## config.mk

```make
export PLATFORM = sky130hd
export DESIGN_NAME = ysyx_23060187_wbu_flat
export DESIGN_NICKNAME = d
export VERILOG_FILES = /design/src/rtl/ysyx_23060187_pkg.sv /design/src/rtl/ysyx_23060187_wbu_if.sv /design/src/rtl/ysyx_23060187_load_ext.sv /design/src/rtl/ysyx_23060187_wbu.sv /design/src/flat_wrapper.sv
export SDC_FILE = /design/constraint.sdc
export NUM_CORES = 1
export LEC_CHECK = 0
export ABC_AREA = 1
export CAP_MARGIN = 5
export CORE_AREA = 2 2 86 109
export CTS_CLUSTER_DIAMETER = 150
export DETAILED_ROUTE_END_ITERATION = 10
export DIE_AREA = 0 0 88 111
export HOLD_SLACK_MARGIN = 0.1
export PLACE_DENSITY = 0.76
export SYNTH_ARGS = -nofsm -noshare
export SYNTH_HDL_FRONTEND = slang
export SYNTH_SLANG_ARGS = --single-unit
```

## constraint.sdc

```tcl
create_clock -name clk -period 1.9 [get_ports clk]
set_input_delay 0.57 -clock clk [delete_from_list [all_inputs] [get_ports clk]]
set_output_delay 0.57 -clock clk [all_outputs]
set_load 0.1 [all_outputs]
```

## src/rtl/ysyx_23060187_pkg.sv

```systemverilog
// rtl/ysyx_23060187_pkg.sv - shared WBU state encoding and load funct3 codes
// Ports: none (package).
package ysyx_23060187_pkg;

    typedef enum logic [1:0] {
        WBU_IDLE     = 2'd0,
        WBU_WAIT_MEM = 2'd1,
        WBU_WRITE    = 2'd2
    } wbu_state_e;

    localparam logic [2:0] F3_LB  = 3'b000;
    localparam logic [2:0] F3_LH  = 3'b001;
    localparam logic [2:0] F3_LW  = 3'b010;
    localparam logic [2:0] F3_LBU = 3'b100;
    localparam logic [2:0] F3_LHU = 3'b101;

endpackage

```

## src/rtl/ysyx_23060187_wbu_if.sv

```systemverilog
// rtl/ysyx_23060187_wbu_if.sv - WBU upstream, memory-return and register-file signal bundle
// Ports: none; slave modport is the WBU view, master modport the driver/observer view.
interface ysyx_23060187_wbu_if #(
    parameter int ADDR_WIDTH = 5,
    parameter int DATA_WIDTH = 32
);
    logic                  in_valid;
    logic                  in_ready;
    logic [ADDR_WIDTH-1:0] in_rd;
    logic                  in_rf_wen;
    logic                  in_is_load;
    logic [2:0]            in_funct3;
    logic [1:0]            in_addr_lo;
    logic [DATA_WIDTH-1:0] in_result;
    logic                  mem_rvalid;
    logic [DATA_WIDTH-1:0] mem_rdata;
    logic                  rf_wen;
    logic [ADDR_WIDTH-1:0] rf_waddr;
    logic [DATA_WIDTH-1:0] rf_wdata;
    logic                  commit;
    logic                  err;

    modport slave (
        input  in_valid, in_rd, in_rf_wen, in_is_load, in_funct3, in_addr_lo, in_result,
        input  mem_rvalid, mem_rdata,
        output in_ready, rf_wen, rf_waddr, rf_wdata, commit, err
    );

    modport master (
        output in_valid, in_rd, in_rf_wen, in_is_load, in_funct3, in_addr_lo, in_result,
        output mem_rvalid, mem_rdata,
        input  in_ready, rf_wen, rf_waddr, rf_wdata, commit, err
    );

endinterface

```

## src/rtl/ysyx_23060187_load_ext.sv

```systemverilog
// rtl/ysyx_23060187_load_ext.sv - combinational load byte/half/word select and extension
// Ports: funct3_i/addr_lo_i select the lane, rdata_i is the aligned word,
//        data_o is the extended result, fault_o flags illegal codes or misalignment.
module ysyx_23060187_load_ext
    import ysyx_23060187_pkg::*;
#(
    parameter int DATA_WIDTH = 32
) (
    input  logic [2:0]            funct3_i,
    input  logic [1:0]            addr_lo_i,
    input  logic [DATA_WIDTH-1:0] rdata_i,
    output logic [DATA_WIDTH-1:0] data_o,
    output logic                  fault_o
);

    logic [7:0]  byte_sel;
    logic [15:0] half_sel;

    assign byte_sel = rdata_i[{addr_lo_i, 3'b000} +: 8];
    assign half_sel = rdata_i[{addr_lo_i[1], 4'b0000} +: 16];

    always_comb begin
        data_o  = '0;
        fault_o = 1'b0;
        case (funct3_i)
            F3_LB:  data_o = {{(DATA_WIDTH-8){byte_sel[7]}}, byte_sel};
            F3_LBU: data_o = {{(DATA_WIDTH-8){1'b0}}, byte_sel};
            F3_LH: begin
                data_o  = {{(DATA_WIDTH-16){half_sel[15]}}, half_sel};
                fault_o = addr_lo_i[0];
            end
            F3_LHU: begin
                data_o  = {{(DATA_WIDTH-16){1'b0}}, half_sel};
                fault_o = addr_lo_i[0];
            end
            F3_LW: begin
                data_o  = rdata_i;
                fault_o = (addr_lo_i != 2'b00);
            end
            default: fault_o = 1'b1;
        endcase
    end

endmodule

```

## src/rtl/ysyx_23060187_wbu.sv

```systemverilog
// rtl/ysyx_23060187_wbu.sv - write-back unit: retires instructions into the register file
// Ports: clk, rst (async, active-high); bus (slave modport) carries the upstream
//        in_* handshake, mem_rvalid/mem_rdata load return, and registered rf_*,
//        commit and sticky err outputs.
module ysyx_23060187_wbu
    import ysyx_23060187_pkg::*;
#(
    parameter int ADDR_WIDTH     = 5,
    parameter int DATA_WIDTH     = 32,
    parameter int TIMEOUT_CYCLES = 256
) (
    input logic               clk,
    input logic               rst,
    ysyx_23060187_wbu_if.slave bus
);

    localparam int             CNT_W    = $clog2(TIMEOUT_CYCLES + 1);
    localparam logic [CNT_W-1:0] CNT_LAST = CNT_W'(TIMEOUT_CYCLES - 1);

    wbu_state_e            state_q, state_d;
    logic [CNT_W-1:0]      cnt_q, cnt_d;
    logic                  wen_flag_q, wen_flag_d;
    logic [2:0]            funct3_q, funct3_d;
    logic [1:0]            addr_lo_q, addr_lo_d;
    logic                  rf_wen_q, rf_wen_d;
    logic [ADDR_WIDTH-1:0] rf_waddr_q, rf_waddr_d;
    logic [DATA_WIDTH-1:0] rf_wdata_q, rf_wdata_d;
    logic                  commit_q, commit_d;
    logic                  err_q, err_d;

    logic [DATA_WIDTH-1:0] ext_data;
    logic                  ext_fault;

    ysyx_23060187_load_ext #(
        .DATA_WIDTH(DATA_WIDTH)
    ) u_load_ext (
        .funct3_i (funct3_q),
        .addr_lo_i(addr_lo_q),
        .rdata_i  (bus.mem_rdata),
        .data_o   (ext_data),
        .fault_o  (ext_fault)
    );

    always_ff @(posedge clk or posedge rst) begin
        if (rst) begin
            state_q    <= WBU_IDLE;
            cnt_q      <= '0;
            wen_flag_q <= 1'b0;
            funct3_q   <= '0;
            addr_lo_q  <= '0;
            rf_wen_q   <= 1'b0;
            rf_waddr_q <= '0;
            rf_wdata_q <= '0;
            commit_q   <= 1'b0;
            err_q      <= 1'b0;
        end else begin
            state_q    <= state_d;
            cnt_q      <= cnt_d;
            wen_flag_q <= wen_flag_d;
            funct3_q   <= funct3_d;
            addr_lo_q  <= addr_lo_d;
            rf_wen_q   <= rf_wen_d;
            rf_waddr_q <= rf_waddr_d;
            rf_wdata_q <= rf_wdata_d;
            commit_q   <= commit_d;
            err_q      <= err_d;
        end
    end

    // rf_wen/commit are computed on the transition into WRITE so they appear
    // registered during the single WRITE cycle and drop on its exit.
    always_comb begin
        state_d    = state_q;
        cnt_d      = cnt_q;
        wen_flag_d = wen_flag_q;
        funct3_d   = funct3_q;
        addr_lo_d  = addr_lo_q;
        rf_wen_d   = 1'b0;
        rf_waddr_d = rf_waddr_q;
        rf_wdata_d = rf_wdata_q;
        commit_d   = 1'b0;
        err_d      = err_q;
        case (state_q)
            WBU_IDLE: begin
                if (bus.in_valid) begin
                    rf_waddr_d = bus.in_rd;
                    wen_flag_d = bus.in_rf_wen;
                    funct3_d   = bus.in_funct3;
                    addr_lo_d  = bus.in_addr_lo;
                    cnt_d      = '0;
                    if (bus.in_is_load) begin
                        state_d = WBU_WAIT_MEM;
                    end else begin
                        rf_wdata_d = bus.in_result;
                        rf_wen_d   = bus.in_rf_wen && (bus.in_rd != '0);
                        commit_d   = 1'b1;
                        state_d    = WBU_WRITE;
                    end
                end
            end
            WBU_WAIT_MEM: begin
                // Data arriving in the expiry cycle wins over the timeout.
                if (bus.mem_rvalid) begin
                    rf_wdata_d = ext_data;
                    rf_wen_d   = wen_flag_q && (rf_waddr_q != '0) && !ext_fault;
                    err_d      = err_q | ext_fault;
                    commit_d   = 1'b1;
                    state_d    = WBU_WRITE;
                end else if (cnt_q == CNT_LAST) begin
                    err_d    = 1'b1;
                    commit_d = 1'b1;
                    state_d  = WBU_WRITE;
                end else begin
                    cnt_d = cnt_q + CNT_W'(1);
                end
            end
            WBU_WRITE: state_d = WBU_IDLE;
            default:   state_d = WBU_IDLE;
        endcase
    end

    assign bus.in_ready = (state_q == WBU_IDLE);
    assign bus.rf_wen   = rf_wen_q;
    assign bus.rf_waddr = rf_waddr_q;
    assign bus.rf_wdata = rf_wdata_q;
    assign bus.commit   = commit_q;
    assign bus.err      = err_q;

endmodule

```

## src/flat_wrapper.sv

```systemverilog
// flat-port wrapper written by rule: the top's interface ports become plain ports
module ysyx_23060187_wbu_flat import ysyx_23060187_pkg::*;
#(
    parameter int ADDR_WIDTH     = 5,
    parameter int DATA_WIDTH     = 32,
    parameter int TIMEOUT_CYCLES = 256
)
  (clk, rst, bus_in_valid, bus_in_rd, bus_in_rf_wen, bus_in_is_load, bus_in_funct3, bus_in_addr_lo, bus_in_result, bus_mem_rvalid, bus_mem_rdata, bus_in_ready, bus_rf_wen, bus_rf_waddr, bus_rf_wdata, bus_commit, bus_err);
  ysyx_23060187_wbu_if #(.ADDR_WIDTH(ADDR_WIDTH), .DATA_WIDTH(DATA_WIDTH)) bus_i ();
  input logic clk;
  input logic rst;
  input wire logic [$bits(bus_i.in_valid)-1:0] bus_in_valid;
  input wire logic [$bits(bus_i.in_rd)-1:0] bus_in_rd;
  input wire logic [$bits(bus_i.in_rf_wen)-1:0] bus_in_rf_wen;
  input wire logic [$bits(bus_i.in_is_load)-1:0] bus_in_is_load;
  input wire logic [$bits(bus_i.in_funct3)-1:0] bus_in_funct3;
  input wire logic [$bits(bus_i.in_addr_lo)-1:0] bus_in_addr_lo;
  input wire logic [$bits(bus_i.in_result)-1:0] bus_in_result;
  input wire logic [$bits(bus_i.mem_rvalid)-1:0] bus_mem_rvalid;
  input wire logic [$bits(bus_i.mem_rdata)-1:0] bus_mem_rdata;
  output wire logic [$bits(bus_i.in_ready)-1:0] bus_in_ready;
  output wire logic [$bits(bus_i.rf_wen)-1:0] bus_rf_wen;
  output wire logic [$bits(bus_i.rf_waddr)-1:0] bus_rf_waddr;
  output wire logic [$bits(bus_i.rf_wdata)-1:0] bus_rf_wdata;
  output wire logic [$bits(bus_i.commit)-1:0] bus_commit;
  output wire logic [$bits(bus_i.err)-1:0] bus_err;
  assign bus_i.in_valid = bus_in_valid;
  assign bus_i.in_rd = bus_in_rd;
  assign bus_i.in_rf_wen = bus_in_rf_wen;
  assign bus_i.in_is_load = bus_in_is_load;
  assign bus_i.in_funct3 = bus_in_funct3;
  assign bus_i.in_addr_lo = bus_in_addr_lo;
  assign bus_i.in_result = bus_in_result;
  assign bus_i.mem_rvalid = bus_mem_rvalid;
  assign bus_i.mem_rdata = bus_mem_rdata;
  assign bus_in_ready = bus_i.in_ready;
  assign bus_rf_wen = bus_i.rf_wen;
  assign bus_rf_waddr = bus_i.rf_waddr;
  assign bus_rf_wdata = bus_i.rf_wdata;
  assign bus_commit = bus_i.commit;
  assign bus_err = bus_i.err;
  ysyx_23060187_wbu #(.ADDR_WIDTH(ADDR_WIDTH), .DATA_WIDTH(DATA_WIDTH), .TIMEOUT_CYCLES(TIMEOUT_CYCLES)) u_core (.clk(clk), .rst(rst), .bus(bus_i));
endmodule
```

# After elaboration in Yosys (flattened, before gate mapping)
# Index checks and enable logic that the tools add are counted.
# Widths: inputs -> output; s select.
[word_totals]
register_bits = 57
input_bits = 80
out_inout_bits = 41
elab_cells = 70
[classes]
addsub = 1
n_eq_ne = 12
shift = 2
mux = 26
bitwise = 1
reduce_logical = 18
[op_table]
columns = ["operator", "n"]
rows = [
  ["$pmux 32 s5", 1],
  ["$mux 32", 3],
  ["$pmux 32 s2", 1],
  ["$shiftx 32x6->16", 1],
  ["$shiftx 32x6->8", 1],
  ["$mux 9", 3],
  ["$pmux 9 s2", 1],
  ["$ne 2x2->1 const B", 5],
  ["$reduce_bool 5->1", 2],
  ["$add 9x1->9 const B", 1],
  ["$eq 9x8->1 const B", 1],
  ["$mux 1", 9],
  ["$mux 2", 4],
  ["$reduce_and 4->1", 2],
  ["$eq 3x3->1 const B", 2],
  ["$reduce_and 2->1", 3],
  ["$reduce_bool 2->1", 3],
  ["$pmux 1 s2", 2],
  ["$pmux 2 s2", 1],
  ["$reduce_or 2->1", 2],
  ["$eq 3x1->1 const B", 1],
  ["$eq 3x2->1 const B", 1],
  ["$logic_and 1x1->1", 3],
  ["$logic_not 3->1", 1],
  ["other kinds (6)", 6],
]

# Depth between registers and ports, before layout
[depth]
word_depth = 7
depth_mapped = 11
depth_no_buf = 10

# Hierarchy
# From an unflattened synthesis, not the netlist that was laid out.
[unflattened]
cells_unflattened = 592
hier_area_um2 = 3763.6
[by_module_without_submodules]
columns = ["mod", "n_inst", "cells_per_inst", "area_each_um2", "seq_area_each_um2"]
rows = [
  ["ysyx_23060187_wbu", 1, 379, 2812.7, 1426.4],
  ["ysyx_23060187_load_ext", 1, 213, 950.9, 0.0],
]

# Worst setup path before layout
# Ideal clock, no wire load.
[synth_timing]
path_type = "register to register"
from = "reg u_core.state_q[1]"
to = "reg u_core.rf_wdata_q[10], in the netlist u_core.bus.rf_wdata[10]"
setup_ns = 0.078
arrival_time_ns = 2.058
required_ns = 1.822
slack_ns = -0.236
stages_incl_launch_ff = 9
n_path_buf = 1
synth_period_minus_slack_ns = 2.136
cell_sequence = "dfrtp_1 nor2_2 nand2_2 nand2_1 nand2_2 inv_2 buf_2 nor2_1 a21oi_1"
[synth_between]
elab_chain_cells = 3
elab_cells_between_ends = 8
[synth_lines]
columns = ["element", "line_no", "text"]
rows = [
  ["start, declared", "ysyx_23060187_wbu.sv:20", "wbu_state_e state_q, state_d;"],
  ["start signal, assigned", "ysyx_23060187_wbu.sv:57", "state_q <= state_d;"],
  ["$logic_not 2->1 *", "--", ""],
  ["net bus_in_ready", "flat_wrapper.sv:21", "output wire logic [$bits(bus_i.in_ready)-1:0] bus_in_ready;"],
  ["$ne 2x2->1 (no line) / $reduce_bool 2->1 (equally long branches)", "--", ""],
  ["$reduce_and 4->1 (no line)", "--", ""],
  ["end signal, assigned", "ysyx_23060187_wbu.sv:64", "rf_wdata_q <= rf_wdata_d;"],
  ["end, declared", "ysyx_23060187_wbu.sv:27", "logic [DATA_WIDTH-1:0] rf_wdata_q, rf_wdata_d;"],
]
# Mark *: on every way through the listed nets, which the timed path passes. The rest lies on a longest branch.
# A chain may end at the register's enable or synchronous reset.

# Worst setup path in the final report
[layout_timing]
from = "reg u_core.cnt_q[1]"
to = "reg u_core.cnt_q[6]"
[layout_between]
elab_chain_cells = 4
elab_cells_between_ends = 7
[layout_lines]
columns = ["element", "line_no", "text"]
rows = [
  ["start, declared", "ysyx_23060187_wbu.sv:21", "logic [CNT_W-1:0] cnt_q, cnt_d;"],
  ["start signal, assigned", "ysyx_23060187_wbu.sv:58", "cnt_q <= cnt_d;"],
  ["$add 9x1->9", "ysyx_23060187_wbu.sv:114", "cnt_d = cnt_q + CNT_W'(1);"],
  ["$mux 9", "ysyx_23060187_wbu.sv:109", "end else if (cnt_q == CNT_LAST) begin"],
  ["$mux 9", "ysyx_23060187_wbu.sv:103", "if (bus.mem_rvalid) begin"],
  ["$pmux 9 s2", "ysyx_23060187_wbu.sv:83", "case (state_q)"],
]
# Several ways; a longest one is shown, not always the timed one. The select of a mux whose other input is x is not followed.

==> flow_summary.yaml <==
clock_tree:
  htreeDepth: 3
  path_clk_slew_ns: 0.05
  cts_tree: "built"
  cts.path.max_buffers: 2
  clk_latency_ns: 0.33
  ctsHoldBuffers: 0
  cts-root-buf: "clkbuf_16"
  numCtsBuffers: 9
  cts_sinks: 57
worst_setup_path:
  r2r_setup_slack_ns: 0.15
  worstPathArrival_ns: 1.95
  cpPeakStageDelay_ns: 0.40
  critical_path_required_ns: 2.11
  worst_setup_path_start_kind: "register"
  cp_max_fo: 8
  crit_path_end_kind: "register"
  cpMostUsedCell: "ha_2"
  crit_chain: "ha_2, nand3_2, nor3b_2, ha_2, o21ai_1, nand2_2, inv_4, nand4_1, o21ai_0"
  critical_path_class: "register to register"
  crit_slowest_cell: "dfrtp_1"
cells_and_area:
  finish.utilization_pct: 66.0
  layout_commonest_cell: "nand2_1"
  drive_gt1_share_pct: 16.5
  syn2layout_area_growth_pct: 62.7
  n_antenna_cell: 0
  layout_common_cells: "nand2_1 (172), clkdlybuf4s50_1 (79), nor2_1 (65)"
  nets: 760
die:
  die_h_um: 111
  die_w_um: 88
  die-area_mm2: 0.00977
  core_area_mm2: 0.00883
  placementRows: 39
  ios: 121
  initial_core_util_pct: 40.6
sta:
  period_needed_ns: 1.75
  rsz0062_at_grt: "no"
  hold_violations: 0
  setup_viol: 0
  skew_ns: 0.00765
  min_period_over_period_pct: 91.9
  slew_viol_final: 0
  worst_slew_pin_slew_ns: 0.364
  fmax_mhz: 573
  relSlewSlack_pct: 75.7
synthesis:
  async_flop_share_pct: 100
  ys_seq_elements: 57
  yosys_warnings: 0
  syn-num-nets: 626
  avgSynthCellArea_um2: 6.59
  synth_enable_flop_cells: 0
  syn_inst: 544
  synthDistinctLibCells: 27
  ys_seq_area_share_pct: 39.8
  syn_area_mm2: 0.00358
  ys.flop_type: "dfrtp_1"
power:
  power_per_cell_area_mw_per_mm2: 2090
  peakVddDrop_v: 0.00148
  total_power_mw: 12.2
  leakage_nw: 2.85
place:
  port_buffers: 120
  hpwl_um: 8800
  gp_congestion: 0.872
global_route:
  grt_pass1_vias: 4005
  grt-busiest-layer: "met2"
  antenna_found_initial: 0
  grt_pass1_wl_um: 18400
  grt_max_degree: 58
  grt_use_met2_pct: 42.7
  grt_util_met1_pct: 27.8
  use_met3_pct: 5.96
  grt_util_all_layers_pct: 24.1
  overflow: 0
status:
  status: "complete, no violations"
detailed_routing:
  vias: 3972
  wl_per_cell_um: 14.2
  route.detailed.drc: 0
  vias_per_cell: 4.93
  wl_um: 11400
  detail-route-antenna-nets: 0
  firstDrtPassIters: 4
  drtIter0Drc: 205
hold_path:
  hold_path_class: "register to register"
job:
  maxCapViolations: 0
==> per-layer routing <==
| metal | part of all wire (%) | wire length, um |
|---|---|---|
| met5 | 0 | 0 |
| met4 | 1.8 | 210 |
| met3 | 5.5 | 625 |
| met2 | 53 | 6050 |
| met1 | 40 | 4560 |
==> per-stage QoR <==
| stage | setup TNS (ns) | worst slack (ns) | instance area (um^2) | hold slack [ns] | cells |
|---|---|---|---|---|---|
| global route | 0 | 0.0228 | 5830 | 0.567 | 806 |
| CTS | 0 | 0.00105 | 5800 | 0.542 | 805 |
| detailed placement | -1.50 | -0.105 | 5520 | 0.518 | 789 |
| finish | 0 | 0.154 | 5830 | 0.534 | 806 |
| global placement | -0.0977 | -0.0365 | 5520 | 0.507 | 789 |
| floorplan | 0 | 0.109 | 3590 | 0.478 | 544 |
==> critical path, delay by kind of cell (launching register included) <==
family / cells / cell delay (ns)
fa+ha+maj: 2 / 0.43
buf+inv: 1 / 0.08
simple gates: 4 / 0.55
flops: 1 / 0.40
compound gates: 2 / 0.17
==> registers in the layout, indices dropped and copies added (netlist names) <==
name                 count
u_core.cnt_q             9
u_core.state_q           2
u_core.bus.commit        1
u_core.funct3_q          3
u_core.bus.rf_wen        1
u_core.wen_flag_q        1
u_core.bus.err           1
u_core.bus.rf_wdata     32
u_core.bus.rf_waddr      5
u_core.addr_lo_q         2
==> Yosys cell counts, types with 4 or more instances <==
cell / n / area share (%)
a21oi_1: 58 / 8.1
inv_1: 50 / 5.2
nor2_1: 65 / 6.8
nand2_1: 173 / 18
nor2_4: 4 / 1.3
nand4_1: 17 / 3.0
o21ai_0: 25 / 3.5
clkbuf_1: 7 / 0.73
inv_2: 10 / 1.0
buf_2: 15 / 2.1
dfrtp_1: 57 / 40
o21ai_1: 14 / 2.0
nand3_1: 25 / 3.5
==> power by group <==
| group | internal [mW] | switching (mW) |
|---|---|---|
| Sequential | 1.72 | 0.602 |
| Clock | 1.01 | 0.552 |
| Combinational | 2.90 | 5.40 |
| Total | 5.63 | 6.55 |
==> repair_timing <==
item | CTS | global route
resized for setup | 0 | 8
setup endpoints to repair | 0 | 7
endpoints found under the hold margin | 0 | 0
buffers inserted | 0 | 1
==> logic make-up after synthesis <==
logic type | count (synthesis) | synth area share [%]
xor+xnor | 1 | 0.244
fa+ha+maj | 2 | 0.698
simple gates | 298 | 35.3
buf+inv | 86 | 9.84
flops | 57 | 39.8
compound gates | 100 | 14.1
==> final timing paths <==
kind                            startpoint                      end  cells past startpoint
max in group asynchronous              rst       u_core.funct3_q[0]                      3
hold / removal             u_core.cnt_q[7]          u_core.cnt_q[7]                      2
hold reg to reg            u_core.cnt_q[7]          u_core.cnt_q[7]                      2
setup reg to reg           u_core.cnt_q[1]          u_core.cnt_q[6]                      9
min in group asynchronous              rst  u_core.bus.rf_wdata[24]                      3
setup / recovery           u_core.cnt_q[1]          u_core.cnt_q[6]                      9
==> layout make-up <==
type / count / area (um^2)
flip-flops and latches: 57 / 1430
inverters: 60 / 231
repair buffers: 149 / 1900
fillers: 754 / 3000
well taps: 123 / 154
clock buffers: 10 / 229
clock inverters: 6 / 58.8
multi-input cells: 401 / 1830
Note: power is estimated with default switching activity, not from simulation.
